## config.mk

```make
export PLATFORM = sky130hd
export DESIGN_NAME = lu_acc
export DESIGN_NICKNAME = d
export VERILOG_FILES = /design/src/rtl/lu_acc.sv
export SDC_FILE = /design/constraint.sdc
export NUM_CORES = 1
export LEC_CHECK = 0
export ABC_AREA = 1
export CAP_MARGIN = 15
export CORE_MARGIN = 1
export CORE_UTILIZATION = 35
export DETAILED_ROUTE_END_ITERATION = 16
export PLACE_DENSITY = 0.58
export SETUP_SLACK_MARGIN = 0.02
export SLEW_MARGIN = 30
export SYNTH_ARGS = -nofsm -noshare
export SYNTH_HDL_FRONTEND = slang
export SYNTH_SLANG_ARGS = --single-unit
```

## constraint.sdc

```tcl
create_clock -name clk -period 4.7 [get_ports clk]
set_input_delay 0.94 -clock clk [delete_from_list [all_inputs] [get_ports clk]]
set_output_delay 0.94 -clock clk [all_outputs]
set_load 0.02 [all_outputs]
```

## src/rtl/lu_acc.sv

```systemverilog
// Logic unit with an accumulator and a bit-serial rotate. Logic ops finish in 1 cycle, rotate-by-k in k+1.
// One request in flight: in_ready only in IDLE, and the result holds in DONE until out_ready.
module lu_acc #(
   parameter int WIDTH = 8
) (
   input  logic             clk,
   input  logic             rst_n,
   input  logic             in_valid,
   output logic             in_ready,
   input  logic [WIDTH-1:0] a,
   input  logic [WIDTH-1:0] b,
   input  logic [2:0]       op,
   output logic             out_valid,
   input  logic             out_ready,
   output logic [WIDTH-1:0] y,
   output logic             zero
);

   localparam int SW = $clog2(WIDTH);

   typedef enum logic [1:0] {IDLE, ROT, DONE} state_t;

   state_t           state_q, state_d;
   logic [WIDTH-1:0] acc_q, acc_d;
   logic [WIDTH-1:0] y_q, y_d;
   logic             zero_q, zero_d;
   logic [SW-1:0]    cnt_q, cnt_d;
   logic [WIDTH-1:0] work_q, work_d;
   logic [WIDTH-1:0] res;
   logic [WIDTH-1:0] rot;

   always_ff @(posedge clk or negedge rst_n) begin
      if (!rst_n) begin
         state_q <= IDLE;
         acc_q   <= '0;
         y_q     <= '0;
         zero_q  <= 1'b1;
         cnt_q   <= '0;
         work_q  <= '0;
      end else begin
         state_q <= state_d;
         acc_q   <= acc_d;
         y_q     <= y_d;
         zero_q  <= zero_d;
         cnt_q   <= cnt_d;
         work_q  <= work_d;
      end
   end

   always_comb begin
      state_d = state_q;
      acc_d   = acc_q;
      y_d     = y_q;
      zero_d  = zero_q;
      cnt_d   = cnt_q;
      work_d  = work_q;
      res     = '0;
      rot     = {work_q[WIDTH-2:0], work_q[WIDTH-1]};

      case (op)
         3'b000:  res = a & b;
         3'b001:  res = a | b;
         3'b010:  res = a ^ b;
         3'b011:  res = ~a;
         3'b100:  res = acc_q & a;
         3'b101:  res = acc_q | a;
         3'b110:  res = acc_q ^ a;
         default: res = '0;
      endcase

      case (state_q)
         IDLE: begin
            if (in_valid) begin
               if (op == 3'b111) begin
                  // A zero rotate amount skips ROT so latency stays at one cycle.
                  if (b[SW-1:0] == '0) begin
                     y_d     = a;
                     zero_d  = (a == '0);
                     state_d = DONE;
                  end else begin
                     work_d  = a;
                     cnt_d   = b[SW-1:0];
                     state_d = ROT;
                  end
               end else begin
                  y_d     = res;
                  zero_d  = (res == '0);
                  if (op[2]) acc_d = res;
                  state_d = DONE;
               end
            end
         end
         ROT: begin
            work_d = rot;
            cnt_d  = cnt_q - SW'(1);
            if (cnt_q == SW'(1)) begin
               y_d     = rot;
               zero_d  = (rot == '0);
               state_d = DONE;
            end
         end
         DONE: begin
            if (out_ready) state_d = IDLE;
         end
         default: state_d = IDLE;
      endcase
   end

   assign in_ready  = (state_q == IDLE);
   assign out_valid = (state_q == DONE);
   assign y         = y_q;
   assign zero      = zero_q;

endmodule

```

==> metrics, run 1 <==
outcome=completed; largest net degree at the start of global routing=31; clock network power share=17.7%; Clk Latency, worst-skew pair=0.29 ns; Final Critical Period=3.415 ns; Setup Fix Bufs, Post-CTS=0; vias per cell=5.109; n_diodes=0; Avg Inst Size Synth=6.651 µm²; Die W=82.62 µm; Critical Path RT=4.88 ns; CTS tree=done; vias in the first global route=2140; Worst Hold End=y[2]; RSZ-0062 raised after global routing=no; initial core utilization=36.03%; synth warn=0; worst vdd ir=0.2242 mV; final worst setup slack=1.285 ns; first-pass GRT wire length=10350 µm; Syn Std Cell Area=0.002275 mm²; Final Cell Area=0.002709 mm²; HPWL after DPL=4724 µm; share of cells above drive strength 1=9.140%; kind of end point of the critical path=flop; sequential area share after synthesis=33.06%; Comb power frac=43.3%; Yosys reg bits=30; GP Congestion=0.8939; router iterations before antenna repair=4; Gate Count Post-Synth=342; worst hold path stage count=2; CP arrival=3.60 ns; H-tree Lvls=2; ANT nets after route=0; Reg2Reg Setup Slack=2.20 ns; Layout Skew=0.004400 ns; Fillers=679; Area contributors post-synth=dfrtp_1 (32%), nand2_1 (17%), nand3_1 (8.6%), nor2_1 (5.9%), inv_1 (4.8%); FF-to-FF path depth=7; DRC errors left=0; Crit Path Category=in -> reg; Post-synth EDFFs=0; top_reg_cell synth=dfrtp_1; I/O pin total=34; reg-to-reg startpoint=state_q[1]; Max-slew headroom=51.57%; P_int=0.7278 mW; max_cap viols=0; Switch Pwr=0.5052 mW; Least-Margin Pin Slew=0.7225 ns; endpoints failing setup=0; post-DR wirelength/cell=14.22 µm; hold path start=y[2]; TritonCTS Buffers=5; Resized Gates After CTS=0; clk sinks=30; dpl ws=1.010 ns; Post-Route WL=6386 µm; gr ovfl total=0; Fmax=292.8 MHz; Async S/R FF share, synth=100.0%; Pleak=1.288 nW; vias=2294; antenna violations before repair=0; CTS Root Cell=clkbuf_8; crit path from=op[1]; clk slew on worst S/H paths=0.07 ns; core area=0.006314 mm²; Crit Path Max Fanout=12; sequential share of power=39.0%; Hold Fails Final Rpt=0; Synth area leader=dfrtp_1; Cell Area, Placed=0.002618 mm²; CTS Hold Bufs=0; Distinct cells, synth=37; pwr dens=455.2 mW/mm²; commonest cells in the synthesized netlist=nand2_1 (102), nand3_1 (39), nor2_1 (36), dfrtp_1 (29), inv_1 (29); Max Transition Viols Final=0; Area growth, synth to finish=19.09%; Nets=396; GRT Overall Usage=20.28%; most common cell in the netlist=nand2_1; PortBufs=33; Setup crit start kind=input port; CTS max path bufs=2; Final Cycle Share=72.66%; FP Rows=29; post-synth top area share=31.90%; Sw Ratio=40.97%; Hold WC Path Type=reg -> reg; die area=0.006825 mm²; FF-to-FF End=cnt_q[1]; Synthesized Nets=367; die height=82.62 µm; drt first-iter violations=157; setup TNS=0 ns
==> sequential cells by signal, indices dropped and copies added, names as in the netlist <==
register  cells
state_q       2
y             8
cnt_q         3
acc_q         8
zero          1
work_q        8
==> stage by stage <==
step | power [mW] | hold slack [ns] | std cells | utilization (%)
3_3_place_gp | 1.015 | 0.4645 | 441 | 41.46
4_1_cts | 1.242 | 0.4830 | 449 | 42.91
2_1_floorplan | 0.8196 | 0.4718 | 342 | -
5_1_grt | 1.341 | 0.5271 | 449 | 42.91
6_report | 1.233 | 0.4794 | 449 | 42.91
3_5_place_dp | 1.017 | 0.4642 | 441 | 41.46
==> area by class of cell <==
type                    instances  area, µm²  share of cell area, %
clock buffers                   7      86.33                  3.187
clock inverters                 1      5.005                 0.1848
inverters                      36      140.1                  5.173
multi-input cells             263       1284                  47.39
flip-flops and latches         30      752.0                  27.76
well taps                      77      96.34                  3.557
repair buffers                 35      345.3                  12.75
==> layout by cell type, fill, tap and decap left out, types with 6 or more instances in the layout <==
cell / synthesis / final
nand4_1: 9 / 9
nand2_1: 102 / 102
nand2_2: 6 / 6
inv_1: 29 / 29
clkbuf_8: 0 / 6
nand3_1: 39 / 39
a21oi_1: 19 / 19
clkdlybuf4s50_1: 0 / 33
o21ai_0: 15 / 15
dfrtp_1: 29 / 29
nor2_1: 36 / 36
==> worst max-delay path, cell delays in order <==
cell             delay, ns
clkdlybuf4s50_1       0.76
nand2_2               0.15
nor2_2                0.37
o31ai_2               0.18
nor3_2                0.58
nor2_2                0.22
inv_1                 0.12
nor2_1                0.05
a221oi_1              0.22
==> worst max path at each step <==
| stage | endpoint | slack (ns) | cells after the start |
|---|---|---|---|
| after floorplan | zero | 2.59 | 13 |
| after global placement | cnt_q[1] | 1.17 | 9 |
| after detailed placement | cnt_q[1] | 1.01 | 9 |
| after CTS | cnt_q[1] | 1.30 | 9 |
| after global routing | cnt_q[1] | 1.06 | 9 |
| final | cnt_q[1] | 1.29 | 9 |
==> cells by family (layout without fill, tap and decap cells) <==
group / after synthesis / after routing / share of synthesized area [%]
and+or+nand+nor: 204 / 204 / 39.71
AOI/OAI and AO/OA: 57 / 57 / 15.62
adders and majority gates: 2 / 2 / 1.100
DFF: 30 / 30 / 33.06
buffers and inverters: 49 / 79 / 10.51
==> power by group through the flow <==
stage	clock [mW]	combinational, mW	sequential, mW
3_5_place_dp	0	0.538	0.479
6_report	0.218	0.534	0.481
5_1_grt	0.236	0.606	0.500
4_1_cts	0.224	0.538	0.479
3_3_place_gp	0	0.531	0.484
2_1_floorplan	0	0.314	0.506
==> per-layer routing <==
layer,vias to the layer above,track usage (%),part of all wire (%)
li1,1199,-,-
met5,-,0,0
met4,0,5.172,0.80
met1,1025,29.15,48
met2,64,31.40,44
met3,6,3.297,6.7
Power figures use the tool's default switching activity.
==> run 2: changes to the inputs <==
PLACE_DENSITY = 0.6   (was 0.58)
clock period = 3.1 ns   (was 4.7 ns; I/O delays follow)
==> metrics, run 2 (synthesized netlist as in run 1, its figures left out) <==
n_diodes=0 (unchanged); Max-slew headroom=67.35% (+16 points); RSZ-0062 raised after global routing=no; crit path from=op[2]; Die W=82.62 µm (unchanged); I/O pin total=34 (unchanged); Nets=401 (+1.3%); H-tree Lvls=2 (unchanged); DRC errors left=2 (+2); Layout Skew=0.009473 ns (+0.005073 ns); CTS Hold Bufs=0 (unchanged); Crit Path Max Fanout=10 (-2); failing checks=design-rule violations; kind of end point of the critical path=flop; vias in the first global route=2165 (+1.2%); Setup crit start kind=input port; worst vdd ir=0.3509 mV (+57%); GRT Overall Usage=20.40% (+0.12 points); Max Transition Viols Final=0 (unchanged); Final Cycle Share=79.23%; drt first-iter violations=139 (-11%); Hold WC Path Type=reg -> reg; post-DR wirelength/cell=14.16 µm (-0.45%); Area growth, synth to finish=20.74%; largest net degree at the start of global routing=31 (unchanged); die height=82.62 µm (unchanged); outcome=finished, violations left; Crit Path Category=in -> reg; most common cell after layout, fill and taps aside=nand2_1; share of cells above drive strength 1=10.34% (+1.2 points); max_cap viols=0 (unchanged); endpoints failing setup=0 (unchanged); CTS tree=done; commonest non-fill, non-tap cells in the layout=nand2_1 (102), nand3_1 (39), nor2_1 (36); vias=2412 (+5.1%); CTS max path bufs=2 (unchanged); router iterations before antenna repair=11 (+7); Post-Route Utilization=43.50% (+0.59 points); TritonCTS Buffers=5 (unchanged); Reg2Reg Setup Slack=0.87 ns (-1.33 ns); Post-Route WL=6428 µm (+0.66%); gr ovfl total=0 (unchanged); CTS Root Cell=clkbuf_8; Setup Fix Bufs, Post-CTS=0 (unchanged); hold path start=y[2]; Least-Margin Pin Slew=0.4867 ns (-0.2358 ns); total power=1.877 mW (+52%); Resized Gates After CTS=0 (unchanged); clk slew on worst S/H paths=0.06 ns (about the same); Final Critical Period=2.456 ns; antenna violations before repair=0 (unchanged); PortBufs=33 (unchanged); Fmax=407.1 MHz; ANT nets after route=0 (unchanged); pwr dens=683.5 mW/mm² (+50%); Pleak=1.312 nW (+1.9%); clk sinks=30 (unchanged); vias per cell=5.313 (+4.0%); setup TNS=0 ns (unchanged); Clk Latency, worst-skew pair=0.29 ns (about the same); first-pass GRT wire length=10320 µm (-0.34%); CP arrival=2.67 ns (-0.93 ns); reg-to-reg startpoint=state_q[1]; GP Congestion=0.9289 (+3.9%); FP Rows=29 (unchanged); core area=0.006314 mm² (unchanged); HPWL after DPL=4728 µm (about the same); initial core utilization=36.03% (unchanged); Critical Path RT=3.32 ns (-1.56 ns); die area=0.006825 mm² (unchanged); Hold Worst Slack=0.4825 ns (+0.003055 ns); Hold Fails Final Rpt=0 (unchanged)
[run 2: report_power, final]
group	internal (mW)	switching, mW
logic	0.348	0.467
clock network	0.179	0.153
registers	0.581	0.149
total	1.11	0.769
[run 2: worst paths after layout]
| kind | end | cells past startpoint |
|---|---|---|
| max | zero | 13 |
| min | y[2] | 2 |
| max reg2reg | cnt_q[1] | 8 |
| min reg2reg | y[2] | 2 |
| max in group asynchronous | zero | 2 |
| min in group asynchronous | acc_q[1] | 2 |
[run 2: per-layer routing]
metal	wire length (µm)	global-route usage (%)	vias to the layer above	part of all wire, %
met4	98	6.552	0	1.5
li1	-	-	1206	-
met2	2905	32.40	74	45
met3	396	4.396	9	6.2
met5	0	0	-	0
met1	3027	27.54	1123	47
[run 2: stage by stage]
step | setup WS, ns | cell area, µm² | instances
after CTS | 0.6530 | 2746 | 454
after floorplan | 1.305 | 2275 | 342
final | 0.6439 | 2746 | 454
after global routing | 0.4414 | 2746 | 454
after detailed placement | 0.3653 | 2655 | 446
after global placement | 0.3793 | 2655 | 446
[run 2: layout make-up]
class	count	area, µm²
multi-input combinational	263	1284
timing repair buffer	40	382.9
fill	692	3567
tap	77	96.34
clock buffer	7	86.33
sequential	30	752.0
inverter	36	140.1
clock inverter	1	5.005
[run 2: critical path, cell delays in order]
cell and delay (ns):
clkdlybuf4s50_1 0.72, nand3_1 0.32, nand2_1 0.13, nand3_1 0.07
nand2_1 0.06, nand2_1 0.06, nor2_2 0.16, nand2_1 0.11
nor2_1 0.09, nand3_1 0.08, nand2_1 0.06, nand2_1 0.06
a21oi_2 0.11
